`src/rtl/chess_move_pkg.sv`:
```
// Shared definitions for the move-generation pipeline:
// move word layout, direction indices and collector states.
package chess_move_pkg;

    localparam int MOVE_W    = 32;

    localparam int FROM_LO   = 12;
    localparam int CAPT_LO   = 18;
    localparam int CAPT_HI   = 23;
    localparam int CASTLE_LO = 24;

    localparam int DIR_U   = 0;
    localparam int DIR_D   = 1;
    localparam int DIR_L   = 2;
    localparam int DIR_R   = 3;
    localparam int DIR_UL  = 4;
    localparam int DIR_UR  = 5;
    localparam int DIR_DL  = 6;
    localparam int DIR_DR  = 7;
    localparam int DIR_UUL = 8;
    localparam int DIR_UUR = 9;
    localparam int DIR_LLU = 10;
    localparam int DIR_RRU = 11;
    localparam int DIR_DDL = 12;
    localparam int DIR_DDR = 13;
    localparam int DIR_LLD = 14;
    localparam int DIR_RRD = 15;

    typedef enum logic [1:0] {
        IDLE  = 2'd0,
        DRAIN = 2'd1,
        DONE  = 2'd2
    } collector_state_t;

endpackage

```
`src/rtl/lsb_pick16.sv`:
```
// Lowest-set-bit priority encoder over a 16-bit request.
// Ports: req (in), found (out, any bit set), idx (out, lowest set index).
module lsb_pick16 (
    input  logic [15:0] req,
    output logic        found,
    output logic [3:0]  idx
);

    always_comb begin
        found = |req;
        idx   = '0;
        for (int i = 15; i >= 0; i--) begin
            if (req[i]) idx = 4'(i);
        end
    end

endmodule

```
`src/rtl/move_collector.sv`:
```
// Serialises one 16-word move bundle per square into a move stream,
// captures first, and reports the move count at the end of a scan.
// Ports: clk, rst_n, flush; in_valid/in_ready/in_last/in_moves bundle
// input; out_valid/out_ready/out_move/out_dir/out_capture move output;
// list_done pulse with move_count.
module move_collector #(
    parameter int MOVE_W = 32,
    parameter int NDIR   = 16,
    parameter int CNT_W  = 8
) (
    input  logic                   clk,
    input  logic                   rst_n,
    input  logic                   flush,
    input  logic                   in_valid,
    output logic                   in_ready,
    input  logic                   in_last,
    input  logic [NDIR*MOVE_W-1:0] in_moves,
    output logic                   out_valid,
    input  logic                   out_ready,
    output logic [MOVE_W-1:0]      out_move,
    output logic [3:0]             out_dir,
    output logic                   out_capture,
    output logic                   list_done,
    output logic [CNT_W-1:0]       move_count
);
    import chess_move_pkg::*;

    localparam int CAPT_W = CAPT_HI - CAPT_LO + 1;

    collector_state_t state, state_nx;

    logic [MOVE_W-1:0] words [NDIR];
    logic [NDIR-1:0]   pend, capt;
    logic [NDIR-1:0]   in_mv, in_cp;
    logic [NDIR-1:0]   sel_hot;
    logic              last_q;
    logic [CNT_W-1:0]  cnt;

    logic       cap_found, any_found;
    logic [3:0] cap_idx, any_idx, sel;
    logic       accept, take, drained;

    always_comb begin
        in_mv = '0;
        in_cp = '0;
        for (int k = 0; k < NDIR; k++) begin
            in_mv[k] = |in_moves[k*MOVE_W +: MOVE_W];
            in_cp[k] = |in_moves[k*MOVE_W+CAPT_LO +: CAPT_W];
        end
    end

    lsb_pick16 u_pick_capt (
        .req   (pend & capt),
        .found (cap_found),
        .idx   (cap_idx)
    );

    lsb_pick16 u_pick_pend (
        .req   (pend),
        .found (any_found),
        .idx   (any_idx)
    );

    assign sel = cap_found ? cap_idx : any_idx;

    always_comb begin
        sel_hot      = '0;
        sel_hot[sel] = 1'b1;
    end

    assign accept  = (state == IDLE) && in_valid && !flush;
    assign take    = (state == DRAIN) && out_ready;
    // Bundle finishes when the bit being consumed is the only one left.
    assign drained = ((pend & ~sel_hot) == '0);

    always_comb begin
        state_nx  = state;
        in_ready  = 1'b0;
        out_valid = 1'b0;
        list_done = 1'b0;
        unique case (state)
            IDLE: begin
                in_ready = 1'b1;
                if (in_valid) begin
                    if (|in_mv)       state_nx = DRAIN;
                    else if (in_last) state_nx = DONE;
                end
            end
            DRAIN: begin
                out_valid = 1'b1;
                if (out_ready && drained)
                    state_nx = last_q ? DONE : IDLE;
            end
            DONE: begin
                list_done = 1'b1;
                state_nx  = IDLE;
            end
            default: state_nx = IDLE;
        endcase
        if (flush) state_nx = IDLE;
    end

    assign out_move    = out_valid ? words[sel] : '0;
    assign out_dir     = out_valid ? sel : 4'd0;
    assign out_capture = out_valid & capt[sel];
    assign move_count  = cnt;

    always_ff @(posedge clk or negedge rst_n) begin
        if (!rst_n) begin
            state  <= IDLE;
            pend   <= '0;
            capt   <= '0;
            last_q <= 1'b0;
            cnt    <= '0;
        end else begin
            state <= state_nx;
            if (flush) begin
                pend <= '0;
                capt <= '0;
                cnt  <= '0;
            end else if (accept) begin
                pend   <= in_mv;
                capt   <= in_cp & in_mv;
                last_q <= in_last;
            end else if (take) begin
                pend <= pend & ~sel_hot;
                capt <= capt & ~sel_hot;
                if (cnt != '1) cnt <= cnt + 1'b1;
            end else if (state == DONE) begin
                cnt <= '0;
            end
        end
    end

    // Word payload is only visible through the pend mask, so no reset.
    always_ff @(posedge clk) begin
        if (accept) begin
            for (int k = 0; k < NDIR; k++)
                words[k] <= in_moves[k*MOVE_W +: MOVE_W];
        end
    end

endmodule

```
`config.mk`:
```
export PLATFORM = sky130hd
export DESIGN_NAME = move_collector
export DESIGN_NICKNAME = d
export VERILOG_FILES = /design/src/rtl/chess_move_pkg.sv /design/src/rtl/lsb_pick16.sv /design/src/rtl/move_collector.sv
export SDC_FILE = /design/constraint.sdc
export NUM_CORES = 1
export LEC_CHECK = 0
export CELL_PAD_IN_SITES_DETAIL_PLACEMENT = 1
export CELL_PAD_IN_SITES_GLOBAL_PLACEMENT = 1
export CORE_MARGIN = 3
export CORE_UTILIZATION = 42
export CTS_BUF_LIST = sky130_fd_sc_hd__clkbuf_8
export DETAILED_ROUTE_END_ITERATION = 16
export PLACE_DENSITY_LB_ADDON = 0.05
export SLEW_MARGIN = 20
export SYNTH_ARGS = -nofsm -noshare
export SYNTH_HDL_FRONTEND = slang
export SYNTH_SLANG_ARGS = --single-unit
```
`constraint.sdc`:
```
create_clock -name clk -period 20.7 [get_ports clk]
set_clock_uncertainty 0.1 [all_clocks]
set_input_delay 4.14 -clock clk [delete_from_list [all_inputs] [get_ports clk]]
set_output_delay 4.14 -clock clk [all_outputs]
set_load 0.01 [all_outputs]
```
==> parameters.txt <==
Parameter                              Value

Run status
  Outcome    completed

Clocking
  Number of buffers added by the clock tree synthesis step    slightly above 90
  Insertion delay to the later sink of the worst-skew pair    a little under 700 ps
  Clock tree from TritonCTS    yes
  Count of clock tree sinks    555
  Clk slew on worst S/H paths    roughly 60 ps
  Buffers from clock root to sink, at most    3
  Post-CTS repair timing setup buffer count    0
  Deepest level of the CTS H-tree    3
  Number of buffers inserted by hold repair at cts    0
  Root buffer selected by CTS    sky130_fd_sc_hd__clkbuf_8
  Total of cells resized after clock tree synthesis    0

Route
  Routed length on met2    roughly 47 mm
  Met3 wire len    6.51 mm
  Initial DRT Pass Iterations    5
  Starting DRC count in detailed routing    between 1,000 and 1,500
  Top routing layer in use    met5
  Final antenna-violating net count    0
  Vias per inst    ~5.9
  Vias after detailed routing    ~17,000
  Wire length per cell    a little over 30 µm
  DRC violations left    0
  Final WL    between 80 and 90 mm
  Metal1 wirelength    between 30 and 40 mm

Yosys
  Proportion of synthesized area in mux cells    a little over 6%
  Gate count of the mapped netlist    roughly 1,500
  Complex-gate fraction of the synthesized area    a little under an eighth
  Sequential element share of the synthesized area    a little over two thirds
  Synth top area share    between 60% and 70%
  Asr flop ratio synth    between 7 and 8%
  Number of enable-type register cells in the synthesized netlist    512
  Synthesized-area fraction occupied by xor and xnor cells    0%
  Flip-flop cell with the highest count after synthesis    sky130_fd_sc_hd__edfxtp_1
  Most frequent cells after synthesis    sky130_fd_sc_hd__edfxtp_1, sky130_fd_sc_hd__nand2_1, sky130_fd_sc_hd__nor4_1
  Number of synthesized register bits    around 560
  Warning count from the yosys run    0
  Leading post-synthesis cells by cell area    sky130_fd_sc_hd__edfxtp_1, sky130_fd_sc_hd__mux4_2, sky130_fd_sc_hd__dfrtp_1
  Number of distinct library cell variants in the gate-level netlist after synthesis    60
  Nets in the synthesized netlist    between 2,000 and 2,500
  Syn_area_per_cell    15.2 µm²
  Fraction of the mapped netlist area in simple logic gates    9.88%
  Area share of fa/ha/maj cells after synthesis    less than 1%
  Most numerous cell in the Yosys netlist    sky130_fd_sc_hd__edfxtp_1
  Biggest area consumer among synthesized cells    sky130_fd_sc_hd__edfxtp_1
  Cell area after synthesis    approximately 23,000 µm²
  Dominant combinational cell family by area after synthesis    compound AO/OA/AOI/OAI gates

Setup path
  Startpoint types    flip-flop
  Most common cell type on the critical path    sky130_fd_sc_hd__buf_4
  Crit-path max FO    between 70 and 80
  Largest incremental delay on the critical path    about 890 ps
  Sort of element at the end of the critical path    output port
  Data required time of the critical path    roughly 16,000 ps
  CP cell instances    a22o_1 > or4_1 > a2111oi_2 > a211o_4 > buf_4 > and2_4 > buf_4 > a221oi_1 > o22ai_1 > a221oi_2 > nor2_1 > clkdlybuf4s50_1
  Worst Setup Path Type    reg2out
  Arrival time at the worst endpoint    between 7000 and 8000 ps
  Critical-path cell with the highest stage delay    sky130_fd_sc_hd__buf_4

Power
  Total power    around 3.5 mW
  P_leak    10.5 nW
  Total power density per cell area    113 nW/µm²
  VDD IR max    between 0.1 and 0.15 mV

Die
  Area of the placeable core    about 55,000 µm²
  Die Span Y    between 200 and 250 µm
  Die Footprint    between 50,000 and 60,000 µm²
  Core Rows    85
  Starting density of the core    roughly 43%
  Ports placed on the boundary    566
  Die Wd    between 200 and 250 µm

Place
  Quantity of I/O buffers inserted on ports    between 500 and 600
  Dpl hpwl    between 60 and 70 mm
  Global placement routability congestion    ~0.92

Timing
  Final worst path period need    roughly 11,000 ps
  Max_slew headroom    19.7%
  Number of failing hold endpoints at the final stage    0
  Tcrit/Tclk final    between 50% and 60%
  Worst slew pin tran    1200 ps
  Highest Clock Rate    roughly 89 MHz
  Final-report setup violation count    0
  Unrepaired setup endpoints after global routing    false
  Setup_tns    0 ps
  Slew Limit Fails    0

Final layout
  Area taken by flip-flops and latches    16,500 µm²
  Growth of design area from synthesis to finish    34.6%
  Post-Route Utilization    about 58%
  Fraction of final layout cells sized beyond drive strength 1    12.3%
  Fill cells    5,311
  Number of nets at the end of the flow    2,650
  Area of the multi-input gates    between 6000 and 7000 µm²

GRT
  GRT Residual Overflow    0
  Pin count of the biggest net entering global routing    slightly below 200
  Number of global-route vias before repair    roughly 19,000
  Wire length of the first global-routing pass    127 mm
  All-layer global routing usage    roughly 30%
  Antenna violations before repair    18

Worst hold path
  Worst min path class    reg2reg

Flow run
  Maximum capacitance violations    0
critical path, delay by kind of cell (launching register included):
| kind | cells | cell delay [ps] |
|---|---|---|
| flops | 1 | 480 |
| buf+inv | 3 | 2120 |
| simple gates | 3 | 1480 |
| compound gates | 6 | 2180 |
flip-flops by register name, indices dropped and copies added (netlist names):
signal / cells
words: 512
state: 2
pend: 16
move_count: 8
capt: 16
last_q: 1
cells in the final DEF (no fill, tap or decap), types with 37 or more instances in the layout:
| master | synthesis | final |
|---|---|---|
| sky130_fd_sc_hd__o21ai_0 | 46 | 46 |
| sky130_fd_sc_hd__a21oi_1 | 82 | 82 |
| sky130_fd_sc_hd__clkdlybuf4s50_1 | 0 | 564 |
| sky130_fd_sc_hd__edfxtp_1 | 512 | 512 |
| sky130_fd_sc_hd__a221oi_2 | 56 | 56 |
| sky130_fd_sc_hd__nor4_1 | 119 | 119 |
| sky130_fd_sc_hd__nor2_1 | 85 | 85 |
| sky130_fd_sc_hd__nand2_1 | 200 | 200 |
| sky130_fd_sc_hd__dfrtp_1 | 43 | 43 |
| sky130_fd_sc_hd__mux4_2 | 64 | 64 |
| sky130_fd_sc_hd__inv_1 | 11 | 37 |
| sky130_fd_sc_hd__clkbuf_8 | 0 | 95 |
layout make-up:
class                           instances  share of cell area, %
Clock inverter                         76                   1.35
Clock buffer                           95                   4.15
Tap cell                              739                   2.93
Sequential cell                       555                   52.2
Timing Repair Buffer                  579                   18.5
Multi-Input combinational cell        890                   20.7
Inverter                               12                  0.182
Antenna cell                           11                 0.0873
kinds of logic after synthesis:
logic type	count (synthesis)
and+or+nand+nor	490
AOI/OAI and AO/OA	334
DFF	555
buffers and inverters	101
muxes	65
adders and majority gates	1
where the power goes:
group	total [mW]	switching (mW)	internal (mW)
logic	1.28	0.763	0.513
registers	1.34	0.0346	1.31
clock network	0.930	0.461	0.469
total	3.55	1.26	2.29
routing by layer:
layer	up-vias	GRT usage, %
met5	-	0
met4	14	9.21
met3	156	6.85
met2	813	52.9
met1	8945	35.8
li1	7521	-
worst paths after layout:
kind / from / to / slack (ps) / cells past startpoint
worst max-delay path: pend[7] / out_move[17] / 9410 / 12
worst min-delay path: last_q / last_q / 410 / 2
worst max register to register: pend[7] / state[0] / 14560 / 10
worst min register to register: last_q / last_q / 410 / 2
max in group asynchronous: rst_n / capt[15] / 16670 / 1
min in group asynchronous: rst_n / move_count[2] / 3360 / 1
through the flow:
stage,std cells,hold slack [ps],worst slack (ps),area [µm²]
2_1_floorplan,1546,346,723,23400
3_3_place_gp,2773,361,10150,29700
3_5_place_dp,2773,380,10040,29700
4_1_cts,2944,400,9260,31500
5_1_grt,2953,445,8980,31500
6_report,2957,407,9410,31500
Note: power is estimated with default switching activity, not from simulation.
